### config.mk
export PLATFORM = sky130hd
export DESIGN_NAME = uart_rx_byte_flat
export DESIGN_NICKNAME = d
export VERILOG_FILES = /design/src/rtl/uart_pkg.sv /design/src/rtl/uart_rx_byte_if.sv /design/src/rtl/bit_sync.sv /design/src/rtl/uart_rx_byte.sv /design/src/flat_wrapper.sv
export SDC_FILE = /design/constraint.sdc
export NUM_CORES = 1
export LEC_CHECK = 0
export CORE_MARGIN = 4
export CORE_UTILIZATION = 35
export CTS_CLUSTER_SIZE = 16
export DETAILED_ROUTE_END_ITERATION = 8
export HOLD_SLACK_MARGIN = 0.02
export SETUP_SLACK_MARGIN = 0.05
export SYNTH_ARGS = -nofsm -noshare
export SYNTH_HDL_FRONTEND = slang
export SYNTH_HIERARCHICAL = 1
export SYNTH_SLANG_ARGS = --single-unit
export TNS_END_PERCENT = 20
### constraint.sdc
create_clock -name clk -period 3.2 [get_ports clk]
set_input_delay 0.64 -clock clk [delete_from_list [all_inputs] [get_ports clk]]
set_output_delay 0.64 -clock clk [all_outputs]
set_load 0.02 [all_outputs]
### src/rtl/uart_pkg.sv
// Shared UART definitions: state encoding, baud derivation, 8N1 frame shape.
// Reused by the receive path and any future transmitter.
package uart_pkg;

   typedef enum logic [1:0] {
      IDLE  = 2'd0,
      START = 2'd1,
      DATA  = 2'd2,
      STOP  = 2'd3
   } uart_state_e;

   localparam int unsigned DATA_BITS = 8;
   localparam int unsigned STOP_BITS = 1;

   function automatic int unsigned clks_per_bit(
      input int unsigned clk_freq,
      input int unsigned baud
   );
      return clk_freq / baud;
   endfunction

endpackage

### src/rtl/uart_rx_byte_if.sv
// Byte-stream bundle: serial line in, byte/strobe and frame error out.
// master = receiver side, slave = line driver / byte consumer.
interface uart_rx_byte_if;
   logic       rx;
   logic [7:0] data;
   logic       valid;
   logic       frame_err;

   modport master (
      input  rx,
      output data,
      output valid,
      output frame_err
   );

   modport slave (
      output rx,
      input  data,
      input  valid,
      input  frame_err
   );
endinterface

### src/rtl/bit_sync.sv
// Two-flop synchronizer for a single asynchronous bit.
// Both stages reset to RST_VAL.
module bit_sync #(
   parameter logic RST_VAL = 1'b1
) (
   input  logic clk,
   input  logic rst,
   input  logic d,
   output logic q
);

   logic [1:0] sync_q;
   logic [1:0] sync_d;

   always_comb begin
      sync_d = {sync_q[0], d};
   end

   always_ff @(posedge clk) begin
      if (!rst) begin
         sync_q <= {2{RST_VAL}};
      end else begin
         sync_q <= sync_d;
      end
   end

   assign q = sync_q[1];

endmodule

### src/rtl/uart_rx_byte.sv
// 8N1 UART receiver: mid-bit sampling, one-cycle byte strobe,
// one-cycle frame error strobe on a low stop bit.
module uart_rx_byte
   import uart_pkg::*;
#(
   parameter int unsigned CLK_FREQ = 100_000_000,
   parameter int unsigned BAUD     = 9600
) (
   input  logic           clk,
   input  logic           rst,
   uart_rx_byte_if.master bus
);

   localparam int unsigned CPB  = clks_per_bit(CLK_FREQ, BAUD);
   localparam int unsigned HALF = CPB / 2;
   localparam int unsigned CW   = $clog2(CPB);

   localparam logic [CW-1:0] HALF_M1  = CW'(HALF - 1);
   localparam logic [CW-1:0] LAST_CNT = CW'(CPB - 1);
   localparam logic [2:0]    LAST_BIT = 3'(DATA_BITS - 1);

   logic rx_s;

   bit_sync #(.RST_VAL(1'b1)) u_sync (
      .clk (clk),
      .rst (rst),
      .d   (bus.rx),
      .q   (rx_s)
   );

   uart_state_e   state_q, state_d;
   logic [CW-1:0] cnt_q, cnt_d;
   logic [2:0]    bit_idx_q, bit_idx_d;
   logic [7:0]    shift_q, shift_d;
   logic [7:0]    data_q, data_d;
   logic          valid_q, valid_d;
   logic          ferr_q, ferr_d;
   logic          armed_q, armed_d;

   always_comb begin
      state_d   = state_q;
      cnt_d     = cnt_q;
      bit_idx_d = bit_idx_q;
      shift_d   = shift_q;
      data_d    = data_q;
      valid_d   = 1'b0;
      ferr_d    = 1'b0;
      armed_d   = armed_q;
      unique case (state_q)
         IDLE: begin
            cnt_d     = '0;
            bit_idx_d = '0;
            // after a framing error, wait for the line to idle high first
            if (rx_s) begin
               armed_d = 1'b1;
            end else if (armed_q) begin
               state_d = START;
            end
         end
         START: begin
            if (cnt_q == HALF_M1) begin
               cnt_d   = '0;
               state_d = rx_s ? IDLE : DATA;
            end else begin
               cnt_d = cnt_q + 1'b1;
            end
         end
         DATA: begin
            if (cnt_q == LAST_CNT) begin
               cnt_d            = '0;
               shift_d[bit_idx_q] = rx_s;
               if (bit_idx_q == LAST_BIT) begin
                  state_d = STOP;
               end else begin
                  bit_idx_d = bit_idx_q + 3'd1;
               end
            end else begin
               cnt_d = cnt_q + 1'b1;
            end
         end
         STOP: begin
            if (cnt_q == LAST_CNT) begin
               cnt_d   = '0;
               state_d = IDLE;
               if (rx_s) begin
                  data_d  = shift_q;
                  valid_d = 1'b1;
               end else begin
                  ferr_d  = 1'b1;
                  armed_d = 1'b0;
               end
            end else begin
               cnt_d = cnt_q + 1'b1;
            end
         end
         default: state_d = IDLE;
      endcase
   end

   always_ff @(posedge clk) begin
      if (!rst) begin
         state_q   <= IDLE;
         cnt_q     <= '0;
         bit_idx_q <= '0;
         shift_q   <= '0;
         data_q    <= '0;
         valid_q   <= 1'b0;
         ferr_q    <= 1'b0;
         armed_q   <= 1'b1;
      end else begin
         state_q   <= state_d;
         cnt_q     <= cnt_d;
         bit_idx_q <= bit_idx_d;
         shift_q   <= shift_d;
         data_q    <= data_d;
         valid_q   <= valid_d;
         ferr_q    <= ferr_d;
         armed_q   <= armed_d;
      end
   end

   assign bus.data      = data_q;
   assign bus.valid     = valid_q;
   assign bus.frame_err = ferr_q;

endmodule

### src/flat_wrapper.sv
// flat-port wrapper written by rule: the top's interface ports become plain ports
module uart_rx_byte_flat import uart_pkg::*;
#(
   parameter int unsigned CLK_FREQ = 100_000_000,
   parameter int unsigned BAUD     = 9600
)
  (clk, rst, bus_rx, bus_data, bus_valid, bus_frame_err);
  uart_rx_byte_if bus_i ();
  input  logic clk;
  input  logic rst;
  input wire logic [$bits(bus_i.rx)-1:0] bus_rx;
  output wire logic [$bits(bus_i.data)-1:0] bus_data;
  output wire logic [$bits(bus_i.valid)-1:0] bus_valid;
  output wire logic [$bits(bus_i.frame_err)-1:0] bus_frame_err;
  assign bus_i.rx = bus_rx;
  assign bus_data = bus_i.data;
  assign bus_valid = bus_i.valid;
  assign bus_frame_err = bus_i.frame_err;
  uart_rx_byte #(.CLK_FREQ(CLK_FREQ), .BAUD(BAUD)) u_core (.clk(clk), .rst(rst), .bus(bus_i));
endmodule
Word-level counts from Yosys, hierarchy flattened
Cells that the tools add are included.

cells by class
  reductions and logical operators = 11
  add/subtract/negate cells = 2
  equal/unequal tests = 15
  mux-type cells = 23
  magnitude comparators = 2

operators with widths
  operator                 number
  $pmux W14 S3             1
  $mux W14                 2
  $add A14 B1 Y14 const B  1
  $eq A14 B13 Y1 const B   1
  $eq A14 B14 Y1 const B   1
  $mux W2                  7
  $ne A2 B1 Y1 const B     5
  $reduce_and A3 Y1        3
  $bwmux W8                1
  $ne A2 B2 Y1 const B     4
  $pmux W2 S4              1
  $mux W1                  6
  $mux W3                  2
  $pmux W3 S2              1
  $reduce_and A6 Y1        1
  $eq A2 B2 Y1 const B     2
  $lt A3 B4 Y1 const B     1
  $reduce_and A4 Y1        1
  $reduce_bool A2 Y1       2
  $add A3 B1 Y3 const B    1
  $demux W1 S3             1
  $eq A3 B3 Y1 const B     1
  $ge A3 B1 Y1 const B     1
  $eq A2 B1 Y1 const B     1
  5 further kinds          5

word-level totals
  output and inout bits = 10
  word-level logic and storage cells = 62
  input bits = 3
  bits in registers = 40

Logic depth before layout (Yosys ltp)
Gate-level depths: netlist of the first run.

  depth after elaboration = 5
  depth in mapped cells = 7
  mapped depth without buffers = 6

Modules after synthesis
The synthesis of the first run kept the hierarchy.

modules (own cells, without submodules)
  module        instances  area each (um2)  cells an instance  seq. area each (um2)
  uart_rx_byte  1          1780.5           195                760.7
  bit_sync      1          52.6             4                  40.0

Worst setup path after synthesis of the first run
Ideal clock, no wire load.

  kind = register to register
  start = reg u_core.cnt_q[0]
  end = reg u_core.cnt_q[10]
  library setup time = 0.115 ns
  buffers on the path = 2
  data arrival time = 1.538 ns
  setup slack = 1.548 ns
  cell stages (with the launch flop) = 8
  data required time = 3.085 ns
  period minus slack after synthesis = 1.652 ns
  path through = dfxtp_1 > ha_1 > and3_1 > buf_2 > nand4_4 > a32oi_4 > buf_6 > nor2_1

on the way
  cells in the longest elaborated chain, start to end = 3
  elaborated cells on any way between the ends = 6
  those cells by class = add/sub (1); eq/ne (2); mux (3)

ends and longest elaborated chain
  element                                  line                                                        RTL
  start: declaration                       uart_rx_byte.sv:32                                          logic [CW-1:0] cnt_q, cnt_d;
  start signal: assignment                 uart_rx_byte.sv:112                                         cnt_q <= cnt_d;
  $add A14 B1 Y14 (tied with other cells)  uart_rx_byte.sv:65, uart_rx_byte.sv:78, uart_rx_byte.sv:93
  $mux W14, on equally long branches       uart_rx_byte.sv:69, uart_rx_byte.sv:82, uart_rx_byte.sv:61
  $pmux W14 S3 *                           uart_rx_byte.sv:49                                          unique case (state_q)

Mark *: on every way between the ends. The rest lies on a longest branch, timed or not.
A chain may end at the register's enable or synchronous reset.

Worst setup path after layout of the first run
  start = reg u_core.cnt_q[0]
  end = reg u_core.cnt_q[9]

The elaborated chain is that of the path after synthesis.

==> out/metrics.yaml, run 1 <==
status:
  status: "complete, no violations"
clocking:
  postCtsSetupRepairBufs: 0
  clk_pin_slew_ns: 0.08
  numClockSinks: 40
  cts_tree: "yes"
  cts-buffers-inserted: 5
  cts-htree-levels: 2
  worstSkewPairLatency_ns: 0.29
  cts-root-buf: "clkbuf_8"
  cts_buffer_depth: 2
  hold_buffers: 0
  ctsResizeCount: 0
drt:
  drt-total-wl_um: 3379
  num_vias: 1357
  firstDrtPassIters: 4
  post-route-drc-count: 0
  drt-vias-per-instance: 4.864
  ant_nets: 0
  drt-initial-drc-count: 58
  wl_per_cell_um: 12.11
timing:
  relSlewSlack: 0.6720
  worstMarginPinSlew_ns: 0.4920
  rsz0062_at_grt: "no"
  period_minus_slack_ns: 1.953
  min_period_over_period: 0.6104
  hold_ws_ns: 0.4148
  fmax_mhz: 512.0
  slew_violations: 0
  finalSetupTns_ns: 0
  fin_worst_skew_ns: 0.005594
  setup_violations: 0
  hold_viol: 0
floorplan:
  num_io_pins: 13
  start_util: 0.3589
  fp.dieW_um: 80.37
  die_h_um: 80.37
  core_region_area_um2: 5107
  die_area_um2: 6459
  num_rows: 26
cells_and_area:
  antenna_cells: 0
  area_growth_syn_to_layout_pct: 17.75
  fin_nets: 214
  fillers: 526
  drive_gt1_frac: 0.08134
critical_path:
  cp.arrival_ns: 2.12
  crit_required_ns: 3.37
  startpoint_type: "register"
  cp_max_fo: 14
  endpoint_kind: "register"
  path_class: "register to register"
place:
  portBuffers: 12
  dp_hpwl_um: 2318
  gp_congestion: 0.7950
synth:
  ys_seq_area_frac: 0.4369
  yosysWarningCount: 6
  syn_avg_cell_area_um2: 9.211
  synth_fp_nets: 205
  synth-seq-cells: 40
  synth_cell_type_count: 37
  syn_inst: 199
  synth_area_um2: 1833
  synth_edf_count: 0
  ys.flop_type: "dfxtp_1"
  async_reset_ff_frac: 0
global_route:
  grt_pass1_wl_um: 6030
  grt_max_degree: 17
  grt_pass1_vias: 1306
  antenna_found_initial: 0
  grt.total_usage: 0.1207
  grt-ovfl-total: 0
pwr:
  vdd_drop_max_v: 0.0002703
  p_per_area_nw_per_um2: 504.6
  p_leak_nw: 0.6997
flow_run:
  maxCapViolations: 0
hold_path:
  hold_class: "register to register"
## critical path: stages, from the launching register on
cell	delay, ns
dfxtp_1	0.38
ha_1	0.23
and3_1	0.31
nand4_4	0.25
a32oi_4	0.55
nor2_1	0.10
## layer usage
layer | global-route usage | routed length (um) | vias to the layer above
met4 | 0.05574 | 72 | 0
met3 | 0.03475 | 104 | 7
met5 | 0 | 0 | -
met2 | 0.1763 | 1453 | 17
met1 | 0.1626 | 1749 | 621
li1 | - | - | 712
## sequential cells by signal (all words and copies together), names as in the netlist, named ones only
| register | cells |
|---|---|
| u_core/state_q | 1 |
| u_core/bus.frame_err | 1 |
| u_core/shift_q | 8 |
| u_core/cnt_q | 14 |
| u_core/bus.data | 8 |
| u_core/bit_idx_q | 3 |
| u_core/u_sync/sync_q | 2 |
| u_core/bus.valid | 1 |
| u_core/armed_q | 1 |
## cell families after synthesis
family / count (synthesis) / share of synthesized area
AOI/OAI and AO/OA: 8 / 0.03960
xor gates and xnor gates: 12 / 0.05734
adders and majority gates: 3 / 0.02048
buffers and inverters: 15 / 0.03686
DFF: 40 / 0.4369
muxes: 17 / 0.09283
and+or+nand+nor: 104 / 0.3160
## where the power goes
| part | internal, mW | switching, mW |
|---|---|---|
| clock | 0.390 | 0.176 |
| combinational | 0.00808 | 0.0117 |
| sequential | 0.500 | 0.00385 |
## synth_stat cells (2+ instances only)
| cell | instances | area, um^2 |
|---|---|---|
| and3_1 | 4 | 25.02 |
| and4bb_2 | 2 | 25.02 |
| buf_2 | 2 | 10.01 |
| clkbuf_1 | 8 | 30.03 |
| dfxtp_1 | 40 | 800.8 |
| ha_1 | 3 | 37.54 |
| inv_1 | 3 | 11.26 |
| mux2i_1 | 17 | 170.2 |
| nand2_1 | 25 | 93.84 |
| nand2b_1 | 4 | 25.02 |
| nand3_1 | 12 | 60.06 |
| nand4_1 | 10 | 62.56 |
| nor2_1 | 21 | 78.83 |
| nor2b_1 | 2 | 12.51 |
| nor3_1 | 6 | 30.03 |
| nor4_1 | 6 | 37.54 |
| o21ai_0 | 4 | 20.02 |
| xnor2_1 | 10 | 87.58 |
| xor2_1 | 2 | 17.52 |
## final cells by class
class | count | area (um^2) | share of cell area
well taps | 70 | 87.58 | 0.04058
clock buffers | 5 | 68.82 | 0.03188
multi-input cells | 144 | 964.7 | 0.4470
repair buffers | 14 | 135.1 | 0.06261
flip-flops and latches | 40 | 800.8 | 0.3710
clock inverters | 3 | 90.09 | 0.04174
inverters | 3 | 11.26 | 0.005217
## placed cells by master, fill, tap and decap left out, types with 2 or more instances in the layout
| master | n |
|---|---|
| buf_4 | 2 |
| nor2_1 | 21 |
| nand3_1 | 12 |
| nor4_1 | 6 |
| dfxtp_1 | 40 |
| nor2b_1 | 2 |
| mux2i_1 | 17 |
| nand2b_1 | 4 |
| xnor2_1 | 10 |
| xor2_1 | 2 |
| inv_1 | 3 |
| and3_1 | 4 |
| clkdlybuf4s50_1 | 12 |
| nand4_1 | 10 |
| bufinv_16 | 3 |
| o21ai_0 | 4 |
| nor3_1 | 6 |
| ha_1 | 3 |
| nand2_1 | 25 |
| and4bb_2 | 2 |
| clkbuf_8 | 5 |
## per-stage QoR
step / power, mW / utilization / instances / setup slack, ns / instance area (um^2)
after floorplan: 0.5284 / - / 199 / 1.548 / 1833
after global placement: 0.5354 / 0.3915 / 271 / 1.075 / 1999
after detailed placement: 0.5355 / 0.3915 / 271 / 1.036 / 1999
after CTS: 1.100 / 0.4226 / 279 / 1.218 / 2158
after global routing: 1.131 / 0.4226 / 279 / 1.056 / 2158
final: 1.089 / 0.4226 / 279 / 1.247 / 2158
## worst paths after layout
kind	start	depth (start not counted)	slack (ns)	end
setup / recovery	u_core/cnt_q[0]$_SDFF_PN0_	5	1.25	u_core/cnt_q[9]$_SDFF_PN0_
hold / removal	u_core/u_sync/sync_q[0]$_SDFF_PN1_	1	0.41	u_core/u_sync/sync_q[1]$_SDFF_PN1_
setup reg to reg	u_core/cnt_q[0]$_SDFF_PN0_	5	1.25	u_core/cnt_q[9]$_SDFF_PN0_
hold reg to reg	u_core/u_sync/sync_q[0]$_SDFF_PN1_	1	0.41	u_core/u_sync/sync_q[1]$_SDFF_PN1_
Power figures use the tool's default switching activity.
==> inputs of run 2 (changes only) <==
==> constraint.sdc (replaced) <==
create_clock -name clk -period 1.85 [get_ports clk]
set_input_delay 0.37 -clock clk [delete_from_list [all_inputs] [get_ports clk]]
set_output_delay 0.37 -clock clk [all_outputs]
set_load 0.02 [all_outputs]
==> run 2 against run 1 <==
Setup slack worse by 1.1 ns; first-iteration DRC count is 16% higher; final area is 1.4% higher; clock skew is 0.00096 ns lower; critical path depth is 1 higher; final cell count is 3.6% higher; routed wire length is 0.30% higher; utilization is 0.59 points higher.
==> out/metrics.yaml, run 2 (synthesis results as in run 1) <==
place:
  dp_hpwl_um: 2411
  gp_congestion: 0.8002
  place_ws_ns: 0.1231
  portBuffers: 12
critical_path:
  cp_max_fo: 14
  slowest_stage: "dfxtp_1"
  reg2reg_depth: 6
  startpoint: "u_core/cnt_q[0]$_SDFF_PN0_"
  rrSetupSlack_ns: 0.13
  rr_startpoint: "u_core/cnt_q[0]$_SDFF_PN0_"
  endpoint_kind: "register"
  cp_slowest_stage_delay_ns: 0.37
  crit_chain: "ha_1, and3_1, nand4_4, a32oi_4, buf_12, nor2_1"
  path_class: "register to register"
  cp.arrival_ns: 1.90
  reg2reg_to: "u_core/cnt_q[4]$_SDFF_PN0_"
  crit_required_ns: 2.03
  startpoint_type: "register"
drt:
  post-route-drc-count: 0
  firstDrtPassIters: 4
  num_vias: 1424
  wl_per_cell_um: 11.73
  ant_nets: 0
  drt-initial-drc-count: 67
  drt-total-wl_um: 3389
  drt-vias-per-instance: 4.927
pwr:
  p_per_area_nw_per_um2: 665.9
  seqPwrFrac: 0.597
  combPwrFrac: 0.029
  vdd_drop_max_v: 0.0003932
  clkPwrFrac: 0.375
  switching_share: 0.2193
  net-switching-power_uw: 319.5
  p_leak_nw: 0.7290
  p_int_mw: 1.138
global_route:
  grt.total_usage: 0.1186
  grt_pass1_wl_um: 6016
  top_usage_layer: "met2"
  use_met1: 0.1608
  grt_pass1_vias: 1331
  grtUsageMet3: 0.03363
  grt-ovfl-total: 0
  antenna_found_initial: 0
  grt_max_degree: 25
  met2_usage: 0.1738
timing:
  worstMarginPinSlew_ns: 0.3523
  slew_violations: 0
  fin_worst_skew_ns: 0.004633
  fmax_mhz: 582.3
  setup_violations: 0
  rsz0062_at_grt: "yes"
  period_minus_slack_ns: 1.717
  min_period_over_period: 0.9283
  finalSetupTns_ns: 0
  relSlewSlack: 0.7620
  hold_viol: 0
  setup_ws_ns: 0.1327
floorplan:
  core_region_area_um2: 5107
  num_rows: 26
  start_util: 0.3589
  die_area_um2: 6459
  num_io_pins: 13
  fp.dieW_um: 80.37
  die_h_um: 80.37
clocking:
  postCtsSetupRepairBufs: 0
  cts-htree-levels: 2
  numClockSinks: 40
  ctsResizeCount: 0
  cts_buffer_depth: 2
  hold_buffers: 0
  cts-buffers-inserted: 5
  clk_pin_slew_ns: 0.07
  worstSkewPairLatency_ns: 0.28
  cts-root-buf: "clkbuf_8"
  cts_tree: "yes"
cells_and_area:
  area_growth_syn_to_layout_pct: 19.39
  layout_common_cells: "dfxtp_1, nand2_1, nor2_1"
  top_register: "u_core/cnt_q"
  antenna_cells: 0
  fin_nets: 225
  final_common_cell: "dfxtp_1"
  largest_register_ff_count: 14
  drive_gt1_frac: 0.1233
status:
  status: "complete, no violations"
hold_path:
  hold_class: "register to register"
  whs_endpoint: "u_core/u_sync/sync_q[1]$_SDFF_PN1_"
  min_from: "u_core/u_sync/sync_q[0]$_SDFF_PN1_"
  min_path_cells: 1
flow_run:
  maxCapViolations: 0
[run 2: cell count changes in the layout (fill, tap and decap cells not counted)]
cell / delta
clkinvlp_4: +1
bufinv_16: -3
buf_12: +2
clkinv_2: +1
buf_4: +9
[run 2: how the worst max path moves through the flow]
stage                                      end  slack [ns]  cells past startpoint
3_5_place_dp   u_core/bus.data[5]$_SDFFE_PN0P_        0.12                      5
2_1_floorplan      u_core/cnt_q[10]$_SDFF_PN0_        0.20                      7
3_3_place_gp   u_core/bus.data[3]$_SDFFE_PN0P_        0.14                      5
4_1_cts        u_core/bus.data[5]$_SDFFE_PN0P_        0.11                      5
5_1_grt         u_core/shift_q[2]$_SDFFE_PN0P_       0.004                      5
6_report            u_core/cnt_q[4]$_SDFF_PN0_        0.13                      6
[run 2: power groups by stage]
| stage | sequential, mW | clock, mW | combinational, mW |
|---|---|---|---|
| 2_1_floorplan | 0.887 | 0 | 0.0269 |
| 3_3_place_gp | 0.890 | 0 | 0.0420 |
| 3_5_place_dp | 0.890 | 0 | 0.0421 |
| 4_1_cts | 0.870 | 0.577 | 0.0421 |
| 5_1_grt | 0.871 | 0.607 | 0.0459 |
| 6_report | 0.870 | 0.546 | 0.0418 |
[run 2: layout make-up]
class	instances	area (um^2)
inverters	3	11.26
well taps	70	87.58
multi-input cells	144	964.7
clock inverters	2	12.51
repair buffers	25	242.7
clock buffers	5	68.82
flip-flops and latches	40	800.8
fillers	498	2919
[run 2: per-stage QoR]
| step | total power, mW | instances | util | area (um^2) | hold slack, ns |
|---|---|---|---|---|---|
| CTS | 1.488 | 288 | 0.4245 | 2168 | 0.4128 |
| finish | 1.457 | 289 | 0.4285 | 2188 | 0.4089 |
| global route | 1.524 | 289 | 0.4285 | 2188 | 0.4320 |
| detailed placement | 0.9321 | 281 | 0.4086 | 2087 | 0.3932 |
| global placement | 0.9320 | 281 | 0.4086 | 2087 | 0.3930 |
| floorplan | 0.9139 | 199 | - | 1833 | 0.3863 |
[run 2: layer usage]
layer	routed length, um	up-vias	part of all wire
li1	-	741	-
met1	1735	659	0.51
met2	1489	20	0.44
met3	105	4	0.031
met4	58	0	0.017
met5	0	-	0
[run 2: worst max-delay path: cells and delay by family, from the launching register on]
family | cells | cell delay [ns]
AND/OR/NAND/NOR | 3 | 0.57
flip-flops | 1 | 0.37
AO/OA/AOI/OAI | 1 | 0.32
adder cells (fa/ha/maj) | 1 | 0.18
buffers and inverters | 1 | 0.17
==> inputs of run 3 (changes only) <==
--- a/config.mk
+++ b/config.mk
@@ -5,6 +5,7 @@
 export SDC_FILE = /design/constraint.sdc
 export NUM_CORES = 1
 export LEC_CHECK = 0
+export ABC_AREA = 1
 export CORE_MARGIN = 4
 export CORE_UTILIZATION = 35
 export CTS_CLUSTER_SIZE = 16
==> run 3 against run 2 <==
Global-route usage up 0.47 points; sequential power is 0.7% higher; combinational power is 73% higher; maximum frequency grew 5.1%; sequential share of layout area increased by 0.32 points; utilization decreased by 0.37 points; critical endpoint is now bus_data[6].
==> out/metrics.yaml, run 3 <==
critical_path:
  slowest_stage: "clkdlybuf4s50_1"
  cp_top_family: "buffers and inverters"
  startpoint_type: "register"
  crit_required_ns: 1.48
  cp_max_fo: 2
  cp_slowest_stage_delay_ns: 0.61
  crit_chain: "clkdlybuf4s50_1"
  path_class: "register to primary output"
  cp.arrival_ns: 1.26
  crit_buf_inv: 1
  endpoint_kind: "primary output"
pwr:
  p_per_area_nw_per_um2: 763.2
  p_leak_nw: 0.8738
  fin_total_pwr_mw: 1.656
  vdd_drop_max_v: 0.0003722
floorplan:
  core_region_area_um2: 5107
  die_area_um2: 6530
  die_h_um: 80.81
  num_rows: 26
  start_util: 0.3633
  fp.dieW_um: 80.81
  num_io_pins: 13
timing:
  relSlewSlack: 0.7735
  worstMarginPinSlew_ns: 0.3379
  slew_violations: 0
  finalSetupTns_ns: 0
  setup_violations: 0
  fmax_mhz: 612.2
  hold_viol: 0
  rsz0062_at_grt: "no"
  fin_worst_skew_ns: 0.009280
  min_period_over_period: 0.8830
  period_minus_slack_ns: 1.633
drt:
  drt-total-wl_um: 3456
  drt-initial-drc-count: 46
  met2_length_um: 1477
  post-route-drc-count: 0
  dr_wl_met3_um: 118
  wl_per_cell_um: 10.19
  ant_nets: 0
  highest_layer: "met4"
  drt-vias-per-instance: 4.531
  firstDrtPassIters: 5
  wl_met1_um: 1799
  num_vias: 1536
synth:
  synth_cell_type_count: 32
  yosys.area_share.xor_xnor: 0.02832
  syn_avg_cell_area_um2: 7.422
  syn_inst: 250
  synth_area_um2: 1856
  synth_mux_area_frac: 0
  yosysMostFrequentCell: "nor2_1"
  synth_fp_nets: 256
  yosysWarningCount: 6
  synth_top_family_by_area: "simple AND/OR/NAND/NOR gates"
  synth_edf_count: 0
  yosys.area_share.simple: 0.3486
  ys.flop_type: "dfxtp_1"
  synth_compound_area_frac: 0.08564
  synth_adder_area_share: 0.02023
  synth_top_area_share: 0.4316
  synth_top_cells_by_area: "dfxtp_1, nor2_1, nand2_1"
  async_reset_ff_frac: 0
  ys_seq_area_frac: 0.4316
  synth-seq-cells: 40
  synthTopCellsByCount: "nor2_1, nand2_1, dfxtp_1"
  synth_area_leader_cell: "dfxtp_1"
clocking:
  cts_tree: "yes"
  cts-buffers-inserted: 5
  numClockSinks: 40
  cts-root-buf: "clkbuf_8"
  worstSkewPairLatency_ns: 0.29
  clk_pin_slew_ns: 0.08
  cts-htree-levels: 2
  cts_buffer_depth: 2
global_route:
  grt_pass1_vias: 1447
  grt_pass1_wl_um: 6334
  grt-ovfl-total: 0
  grt.total_usage: 0.1233
  antenna_found_initial: 0
  grt_max_degree: 18
cells_and_area:
  layout_common_cells: "nor2_1, nand2_1, dfxtp_1"
  antenna_cells: 0
  final_common_cell: "nor2_1"
  top_register: "u_core/cnt_q"
  fin_nets: 274
  largest_register_ff_count: 14
  layout.core_utilization: 0.4248
  area_growth_syn_to_layout_pct: 16.93
  drive_gt1_frac: 0.1190
place:
  dp_hpwl_um: 2573
  portBuffers: 12
  gp_congestion: 0.8535
flow_run:
  maxCapViolations: 0
hold_path:
  hold_class: "register to register"
status:
  status: "complete, no violations"
run 3: cell types whose count changed after synthesis, sizes merged, moves of 8 or more:
cell,change
a21oi,+13
clkbuf,-8
inv,+26
mux2i,-17
nand2,+23
nor2,+29
o21ai,+10
xnor2,-10
run 3: repair_timing:
| action | in CTS | in global routing |
|---|---|---|
| resized for setup | 0 | 1 |
| hold buffers | 0 | 0 |
| setup buffers | 0 | 2 |
| setup endpoints to repair | 0 | 2 |
| hold endpoints to repair | 0 | 0 |
run 3: cell type report:
type                            instances  area [um^2]
Tap cell                               70        87.58
Sequential cell                        40        800.8
Fill cell                             541         2938
Inverter                               30        112.6
Clock buffer                            5        68.82
Multi-Input combinational cell        174        895.9
Clock inverter                          3        42.54
Timing Repair Buffer                   17        161.4
run 3: cell families (layout without fill, tap and decap cells):
kind of cell             Yosys count  count (layout)
AO/OA/AOI/OAI                     28              28
AND/OR/NAND/NOR                  137             137
buffers and inverters             36              55
flip-flops                        40              40
adder cells (fa/ha/maj)            3               3
XOR/XNOR                           6               6
run 3: per-stage QoR:
stage	hold WS (ns)	setup WS [ns]	area, um^2	instances
after detailed placement	0.3906	0.1805	2039	329
final	0.4058	0.2165	2170	339
after global placement	0.3836	0.2862	2039	329
after global routing	0.4316	0.05311	2170	339
after floorplan	0.3795	0.4383	1856	250
after CTS	0.4105	0.1673	2151	337
run 3: path summary, 6_finish.rpt:
check / cells after the start / slack, ns / end / start
setup / recovery: 1 / 0.22 / bus_data[6] / u_core/bus.data[6]$_SDFFE_PN0P_
hold / removal: 2 / 0.41 / u_core/u_sync/sync_q[1]$_SDFF_PN1_ / u_core/u_sync/sync_q[0]$_SDFF_PN1_
setup reg to reg: 9 / 0.23 / u_core/bus.data[7]$_SDFFE_PN0P_ / u_core/cnt_q[0]$_SDFF_PN0_
hold reg to reg: 2 / 0.41 / u_core/u_sync/sync_q[1]$_SDFF_PN1_ / u_core/u_sync/sync_q[0]$_SDFF_PN1_
run 3: report_power, final:
part           leakage [nW]  switching (mW)  internal [mW]
registers             0.323         0.00834          0.868
clock network        0.0541           0.308          0.399
logic                 0.497          0.0496         0.0227
run 3: layer usage:
| layer | GRT usage | vias to the layer above |
|---|---|---|
| met5 | 0 | - |
| met4 | 0.05068 | 0 |
| met3 | 0.03104 | 7 |
| met2 | 0.1856 | 21 |
| met1 | 0.1678 | 668 |
| li1 | - | 840 |
